--- src/rtl/pc_unit.sv ---
// Program-counter unit: next-PC selection (sequential/branch/jump/call/return) with stall.
// Define PC_SHADOW_STACK_EN to build the shadow call stack that checks return targets.
module pc_unit #(
    parameter int unsigned       ADDR_W    = 32,
    parameter logic [ADDR_W-1:0] RESET_VEC = {ADDR_W{1'b0}},
    parameter int unsigned       RAS_DEPTH = 4
) (
    input  logic                             clk,
    input  logic                             rst,
    input  logic                             stall,
    input  logic                             branch,
    input  logic                             zero,
    input  logic [15:0]                      imm,
    input  logic                             jump,
    input  logic                             call,
    input  logic [25:0]                      jtarget,
    input  logic                             ret,
    input  logic [ADDR_W-1:0]                ret_addr,
    output logic [ADDR_W-1:0]                pc,
    output logic [ADDR_W-1:0]                pc_plus,
    output logic [$clog2(RAS_DEPTH+1)-1:0]   ras_count,
    output logic                             ras_overflow,
    output logic                             ret_miss
);

    localparam int unsigned CNT_W = $clog2(RAS_DEPTH + 1);
    localparam logic [ADDR_W-1:0] LO_MASK = ADDR_W'(32'h0FFF_FFFF);

    logic [ADDR_W-1:0] pc_q, pc_d;
    logic [ADDR_W-1:0] br_target;
    logic [ADDR_W-1:0] jmp_target;

    assign pc         = pc_q;
    assign pc_plus    = pc_q + ADDR_W'(3'd4);
    assign br_target  = pc_plus + {{(ADDR_W-18){imm[15]}}, imm, 2'b00};
    // Jump keeps the upper bits of the sequential address (works for ADDR_W == 28 too).
    assign jmp_target = (pc_plus & ~LO_MASK) | ADDR_W'({jtarget, 2'b00});

    // Next-PC selection, highest priority first; call implies jump.
    always_comb begin
        pc_d = pc_q;
        if (stall) begin
            pc_d = pc_q;
        end else if (ret) begin
            pc_d = ret_addr;
        end else if (call || jump) begin
            pc_d = jmp_target;
        end else if (branch && zero) begin
            pc_d = br_target;
        end else begin
            pc_d = pc_plus;
        end
    end

    // PC register.
    always_ff @(posedge clk or posedge rst) begin
        if (rst) begin
            pc_q <= RESET_VEC;
        end else begin
            pc_q <= pc_d;
        end
    end

`ifdef PC_SHADOW_STACK_EN
    localparam int unsigned PTR_W = $clog2(RAS_DEPTH);

    logic [ADDR_W-1:0] ras_q [RAS_DEPTH];
    logic [ADDR_W-1:0] ras_d [RAS_DEPTH];
    logic [PTR_W-1:0]  tp_q, tp_d;
    logic [PTR_W-1:0]  push_idx;
    logic [CNT_W-1:0]  cnt_q, cnt_d;
    logic              ovf_q, ovf_d;
    logic              miss_q, miss_d;

    assign push_idx     = tp_q + PTR_W'(1'b1);
    assign ras_count    = cnt_q;
    assign ras_overflow = ovf_q;
    assign ret_miss     = miss_q;

    // Shadow stack update: a return pops (and wins over a call), a call pushes; stall freezes all.
    always_comb begin
        ras_d  = ras_q;
        tp_d   = tp_q;
        cnt_d  = cnt_q;
        ovf_d  = ovf_q;
        miss_d = 1'b0;
        if (stall) begin
            miss_d = 1'b0;
        end else if (ret) begin
            if (cnt_q != {CNT_W{1'b0}}) begin
                miss_d = (ras_q[tp_q] != ret_addr);
                cnt_d  = cnt_q - CNT_W'(1'b1);
                tp_d   = tp_q - PTR_W'(1'b1);
            end else begin
                miss_d = 1'b1;
            end
        end else if (call) begin
            ras_d[push_idx] = pc_plus;
            tp_d            = push_idx;
            if (cnt_q < CNT_W'(RAS_DEPTH)) begin
                cnt_d = cnt_q + CNT_W'(1'b1);
            end else begin
                ovf_d = 1'b1;
            end
        end else begin
            miss_d = 1'b0;
        end
    end

    // Shadow stack state registers.
    always_ff @(posedge clk or posedge rst) begin
        if (rst) begin
            for (int i = 0; i < int'(RAS_DEPTH); i++) begin
                ras_q[i] <= {ADDR_W{1'b0}};
            end
            tp_q   <= {PTR_W{1'b0}};
            cnt_q  <= {CNT_W{1'b0}};
            ovf_q  <= 1'b0;
            miss_q <= 1'b0;
        end else begin
            ras_q  <= ras_d;
            tp_q   <= tp_d;
            cnt_q  <= cnt_d;
            ovf_q  <= ovf_d;
            miss_q <= miss_d;
        end
    end
`else
    assign ras_count    = {CNT_W{1'b0}};
    assign ras_overflow = 1'b0;
    assign ret_miss     = 1'b0;
`endif

endmodule

--- config.mk ---
export PLATFORM = sky130hd
export DESIGN_NAME = pc_unit
export DESIGN_NICKNAME = d
export VERILOG_FILES = /design/src/rtl/pc_unit.sv
export SDC_FILE = /design/constraint.sdc
export NUM_CORES = 1
export LEC_CHECK = 0
export ABC_AREA = 1
export CAP_MARGIN = 20
export CORE_MARGIN = 2
export CORE_UTILIZATION = 45
export DETAILED_ROUTE_END_ITERATION = 8
export PLACE_DENSITY_LB_ADDON = 0.2
export SETUP_SLACK_MARGIN = 0.5
export SYNTH_ARGS = -nofsm -noshare
export SYNTH_HDL_FRONTEND = slang
export SYNTH_SLANG_ARGS = --single-unit
export TNS_END_PERCENT = 50
--- constraint.sdc ---
create_clock -name clk -period 5.1 [get_ports clk]
set_input_delay 1.02 -clock clk [delete_from_list [all_inputs] [get_ports clk]]
set_output_delay 1.02 -clock clk [all_outputs]
set_load 0.005 [all_outputs]
==> results.yml, run 1 <==
power_and_ir_drop:
  p_leak_nw: 3.58
  seq_power_share_pct: 22.0
  power_density_nw_per_um2: 220
  sw_frac_of_total_pct: 44.1
  clock_power_share_pct: 20.4
  pwr-share-comb_pct: 57.7
  p_sw_w: 0.000679
  power.internal_w: 0.000861
  vdd.ir_drop.worst_mv: 0.186
timing:
  fin_crit_sh_pct: 74.1
  min_period_ns: 3.78
  rsz0062_at_grt: "no"
  hold_ws_ns: 0.555
  max-slew-margin-rel_pct: 33.1
  skew_ns: 0.00319
  timing.fmax_mhz: 265
  fin_setup_tns_ns: 0
  finalSetupViolations: 0
  hold_viol: 0
  slew_violations: 0
  tightestPinTransition_ns: 1.00
final_layout:
  area_growth_pct: 32.9
  fin_nets: 1206
  layout_common_cells: "nand2_1 (307), inv_1 (148), clkdlybuf4s50_1 (145)"
  utilization_pct: 61.2
  diodes: 0
  largest_reg_flops: 32
  instances_no_fill: 1231
  drive_above_1_share_pct: 4.96
  mostFrequentLayoutCell: "nand2_1"
worst_setup_path:
  crit_arrival_ns: 2.76
  cp-start-kind: "flop"
  crit_type: "reg2out"
  cp-end-kind: "output pin"
  crit_fanout: 5
  timing.critical_path.required_ns: 4.08
place:
  place_hpwl_microns: 16100
  io_buffers: 145
  dp_cells: 1223
  gp_congestion: 0.984
yosys:
  yosys_register_bits: 32
  synth.yosys.seq_area_share_pct: 15.2
  synth_flop_cell: "dfrtp_1"
  synth_edf_count: 0
  syn_area_per_cell_sq_um: 5.54
  async_flop_share_pct: 100
  yosysWarnings: 0
  netlist_instances: 950
  ys_types: 41
  synth_area_sq_um: 5260
route:
  routed_wl_microns: 19500
  drt_iter0_drc: 465
  vias: 6346
  via_per_inst: 5.16
  dr.pass1.iters: 5
  wl_per_cell_microns: 15.9
  ant_nets: 0
  drc: 0
cts:
  clk_pin_slew_worst_paths_ns: 0.05
  cts.repair.resized: 0
  hold_buffers: 0
  clock_latency_ns: 0.28
  cts.sinks: 32
  cts_buffers: 5
  cts-htree-levels: 2
  cts_setup_buffers: 0
  cts_buffer_depth: 2
  root_buffer: "clkbuf_16"
  cts_tree: "built"
floorplan:
  fp.dieArea_sq_um: 12600
  die_y_microns: 112
  floorplan.initialDensity_pct: 46.1
  die_w_microns: 112
  io_pins: 151
  rows: 39
  core_area_sq_um: 11400
hold_path:
  hold_class: "reg2reg"
global_route:
  use_met2_pct: 47.4
  grt_pass1_vias: 5804
  grt_pass1_wl_microns: 30500
  overflow: 0
  gr-usage-met1_pct: 44.3
  antenna_found_initial: 0
  grt_most_used_layer: "met2"
  grt_start_max_net_pins: 48
  use_met3_pct: 4.21
  grt_util_all_layers_pct: 30.7
job:
  maxCapViolCount: 0
status:
  outcome: "completed"
==> critical path, stage by stage, from the launching register on <==
cell	delay (ns)
dfrtp_1	0.45
ha_1	0.21
nand2_1	0.10
inv_1	0.15
nand3_2	0.16
nor2_1	0.31
xor2_1	0.48
clkdlybuf4s50_1	0.62
==> logic make-up after synthesis <==
kind of cell / count (synthesis) / synth area share, %
flops: 32 / 15.2
buf+inv: 179 / 13.3
fa+ha+maj: 37 / 8.94
compound gates: 105 / 11.2
other cells: 1 / 0.0713
xor+xnor: 18 / 3.00
simple gates: 578 / 48.3
==> cells in the mapped netlist (all sizes together), types with 6 or more instances <==
master / count / share of area (%)
nor3: 15 / 1.8
o21bai: 9 / 1.3
nand2: 317 / 23
and2: 6 / 0.76
o211ai: 9 / 1.3
clkbuf: 15 / 1.1
or2: 12 / 1.4
nand4: 10 / 1.2
dfrtp: 32 / 15
xor2: 15 / 2.5
a21oi: 43 / 4.1
o21ai: 37 / 3.5
ha: 36 / 8.6
buf: 12 / 1.4
nor2: 95 / 7.7
nand3: 116 / 11
inv: 149 / 11
==> power by group through the flow <==
stage | clock (W) | combinational (W) | sequential (W)
2_1_floorplan | 0 | 0.000519 | 0.000328
3_3_place_gp | 0 | 0.000869 | 0.000340
3_5_place_dp | 0 | 0.000871 | 0.000339
4_1_cts | 0.000318 | 0.000877 | 0.000336
5_1_grt | 0.000326 | 0.000985 | 0.000342
6_report | 0.000313 | 0.000888 | 0.000338
==> path summary, 6_finish.rpt <==
path	start	end	slack, ns	cells past startpoint
max reg2reg	pc[2]	pc[20]	1.51	18
max	pc[2]	pc_plus[12]	1.32	7
min in group asynchronous	rst	pc[23]	1.12	3
max in group asynchronous	rst	pc[3]	3.65	3
min reg2reg	pc[1]	pc[1]	0.56	2
min	pc[1]	pc[1]	0.56	2
==> area by class of cell <==
cell class              instances  area, sq um
fillers                      1129         4430
multi-input cells             743         3770
repair buffers                153         1510
flip-flops and latches         32          801
inverters                     152          571
well taps                     143          179
clock buffers                   6          139
clock inverters                 2         15.0
==> per-layer routing <==
metal  vias up  wire [microns]
li1       3277               -
met1      2794            9170
met4         0             518
met2       240            8520
met5         -               0
met3        35            1320
==> metrics by stage <==
| stage | power (W) | setup WS [ns] | instance area [sq um] |
|---|---|---|---|
| 2_1_floorplan | 0.000847 | 2.39 | 5280 |
| 5_1_grt | 0.00165 | 1.23 | 6990 |
| 3_3_place_gp | 0.00121 | 1.26 | 6840 |
| 6_report | 0.00154 | 1.32 | 6990 |
| 4_1_cts | 0.00153 | 1.37 | 6990 |
| 3_5_place_dp | 0.00121 | 1.25 | 6840 |
Power figures use the tool's default switching activity.
==> run 2, diff against run 1 <==
==> constraint.sdc (replaced) <==
create_clock -name clk -period 3.8 [get_ports clk]
set_input_delay 0.76 -clock clk [delete_from_list [all_inputs] [get_ports clk]]
set_output_delay 0.76 -clock clk [all_outputs]
set_load 0.005 [all_outputs]
==> run 2 against run 1 <==
  * Non-clock buffer count is 8 higher
  * First-iteration DRC count is 34% higher
  * Core utilization is 2.0 points higher
  * Final cell count is 0.65% higher
  * Largest cell class unchanged
  * Global-route usage is 0.32 points higher
  * Critical path type unchanged
  * Largest power group unchanged
  * Total power is 37% higher
==> results.yml, run 2 (synthesis results as in run 1) <==
status:
  outcome: "completed"
worst_setup_path:
  crit_type: "reg2out"
  timing.critical_path.required_ns: 3.04
  worstRegToRegCells: 20
  cp-start-kind: "flop"
  cp-end-kind: "output pin"
  crit_fanout: 4
  crit_arrival_ns: 2.57
cts:
  hold_buffers: 0
  cts_buffers: 5
  cts_buffer_depth: 2
  clock_latency_ns: 0.28
  root_buffer: "clkbuf_16"
  cts_tree: "built"
  clk_pin_slew_worst_paths_ns: 0.06
  cts-htree-levels: 2
  cts.sinks: 32
final_layout:
  diodes: 0
  mostFrequentLayoutCell: "nand2_1"
  layout_common_cells: "nand2_1 (304), inv_1 (147), clkdlybuf4s50_1 (145)"
  area_growth_pct: 37.3
  fin_nets: 1214
  drive_above_1_share_pct: 8.94
  largest_reg_flops: 32
route:
  ant_nets: 0
  drt_iter0_drc: 623
  wl_per_cell_microns: 16.2
  drc: 0
  dr.pass1.iters: 5
  via_per_inst: 5.33
  routed_wl_microns: 20000
  vias: 6601
timing:
  rsz0062_at_grt: "yes"
  fin_setup_tns_ns: 0
  hold_viol: 0
  timing.fmax_mhz: 300
  slew_violations: 0
  fin_crit_sh_pct: 87.7
  skew_ns: 0.00406
  fin_ws_ns: 0.466
  tightestPinTransition_ns: 0.664
  hold_ws_ns: 0.560
  finalSetupViolations: 0
  max-slew-margin-rel_pct: 55.4
  min_period_ns: 3.33
global_route:
  grt_util_all_layers_pct: 31.0
  grt_start_max_net_pins: 48
  overflow: 0
  grt_pass1_vias: 5933
  antenna_found_initial: 0
  grt_pass1_wl_microns: 30900
power_and_ir_drop:
  sw_frac_of_total_pct: 44.6
  power.internal_w: 0.00116
  clock_power_share_pct: 19.4
  seq_power_share_pct: 21.8
  p_leak_nw: 3.62
  power_density_nw_per_um2: 291
  power_w: 0.00210
  p_sw_w: 0.000936
  vdd.ir_drop.worst_mv: 0.262
  pwr-share-comb_pct: 58.8
place:
  gp_congestion: 0.986
  pre_cts_slack_ns: 0.555
  place_hpwl_microns: 16300
  io_buffers: 145
hold_path:
  min_path_cells: 2
  hold_class: "reg2reg"
floorplan:
  core_area_sq_um: 11400
  fp.dieArea_sq_um: 12600
  floorplan.initialDensity_pct: 46.1
  io_pins: 151
  rows: 39
  die_y_microns: 112
  die_w_microns: 112
job:
  maxCapViolCount: 0
==> run 2: changes by cell type in the layout (fill, tap and decap cells not counted), sizes merged <==
| cell | delta |
|---|---|
| buf | +8 |
| clkbuf | -1 |
| clkinv | +1 |
==> run 2: routing by layer <==
layer  vias up  share of wire (%)  GRT usage, %
li1       3298                  -             -
met1      2978                 45          44.9
met2       292                 45          49.3
met3        33                7.9          3.56
met4         0                2.1          7.64
met5         -                  0             0
==> run 2: path summary, 6_finish.rpt <==
kind | from | to | slack, ns
max in group asynchronous | rst | pc[11] | 2.59
min | pc[1] | pc[1] | 0.56
max reg2reg | pc[3] | pc[30] | 0.58
min in group asynchronous | rst | pc[25] | 0.87
max | pc[3] | pc_plus[22] | 0.47
min reg2reg | pc[1] | pc[1] | 0.56
==> run 2: per-stage QoR <==
| step | utilization (%) | std cells | instance area (sq um) |
|---|---|---|---|
| final | 63.3 | 1239 | 7220 |
| after global routing | 63.3 | 1239 | 7220 |
| after CTS | 61.4 | 1235 | 7020 |
| after detailed placement | 60.1 | 1227 | 6870 |
| after global placement | 60.1 | 1227 | 6870 |
| after floorplan | - | 954 | 5280 |
==> run 2: timing repair <==
action                                  4_1_cts  5_1_grt
endpoints found under the setup margin        0       33
resized for setup                             0       44
setup buffers                                 0        4
==> run 2: area by class of cell <==
type	count	area (sq um)
Tap cell	143	179
Clock inverter	3	23.8
Fill cell	1149	4190
Clock buffer	5	125
Timing Repair Buffer	161	1570
Inverter	152	571
Multi-Input combinational cell	743	3940
Sequential cell	32	811
==> run 2: power by group through the flow <==
stage	clock network (W)	logic [W]	registers, W
after floorplan	0	0.000696	0.000440
after global placement	0	0.00117	0.000455
after detailed placement	0	0.00117	0.000455
after CTS	0.000408	0.00118	0.000450
after global routing	0.000428	0.00136	0.000462
final	0.000407	0.00124	0.000457
==> run 2: critical path, stage by stage, from the launching register on <==
cell and delay (ns):
dfrtp_1 0.41, ha_1 0.19, nand2_1 0.10, nor3_2 0.24, nand2_2 0.14, nor2_4 0.20
nand3_1 0.09, nand2_1 0.09, and2_1 0.28, clkdlybuf4s50_1 0.55
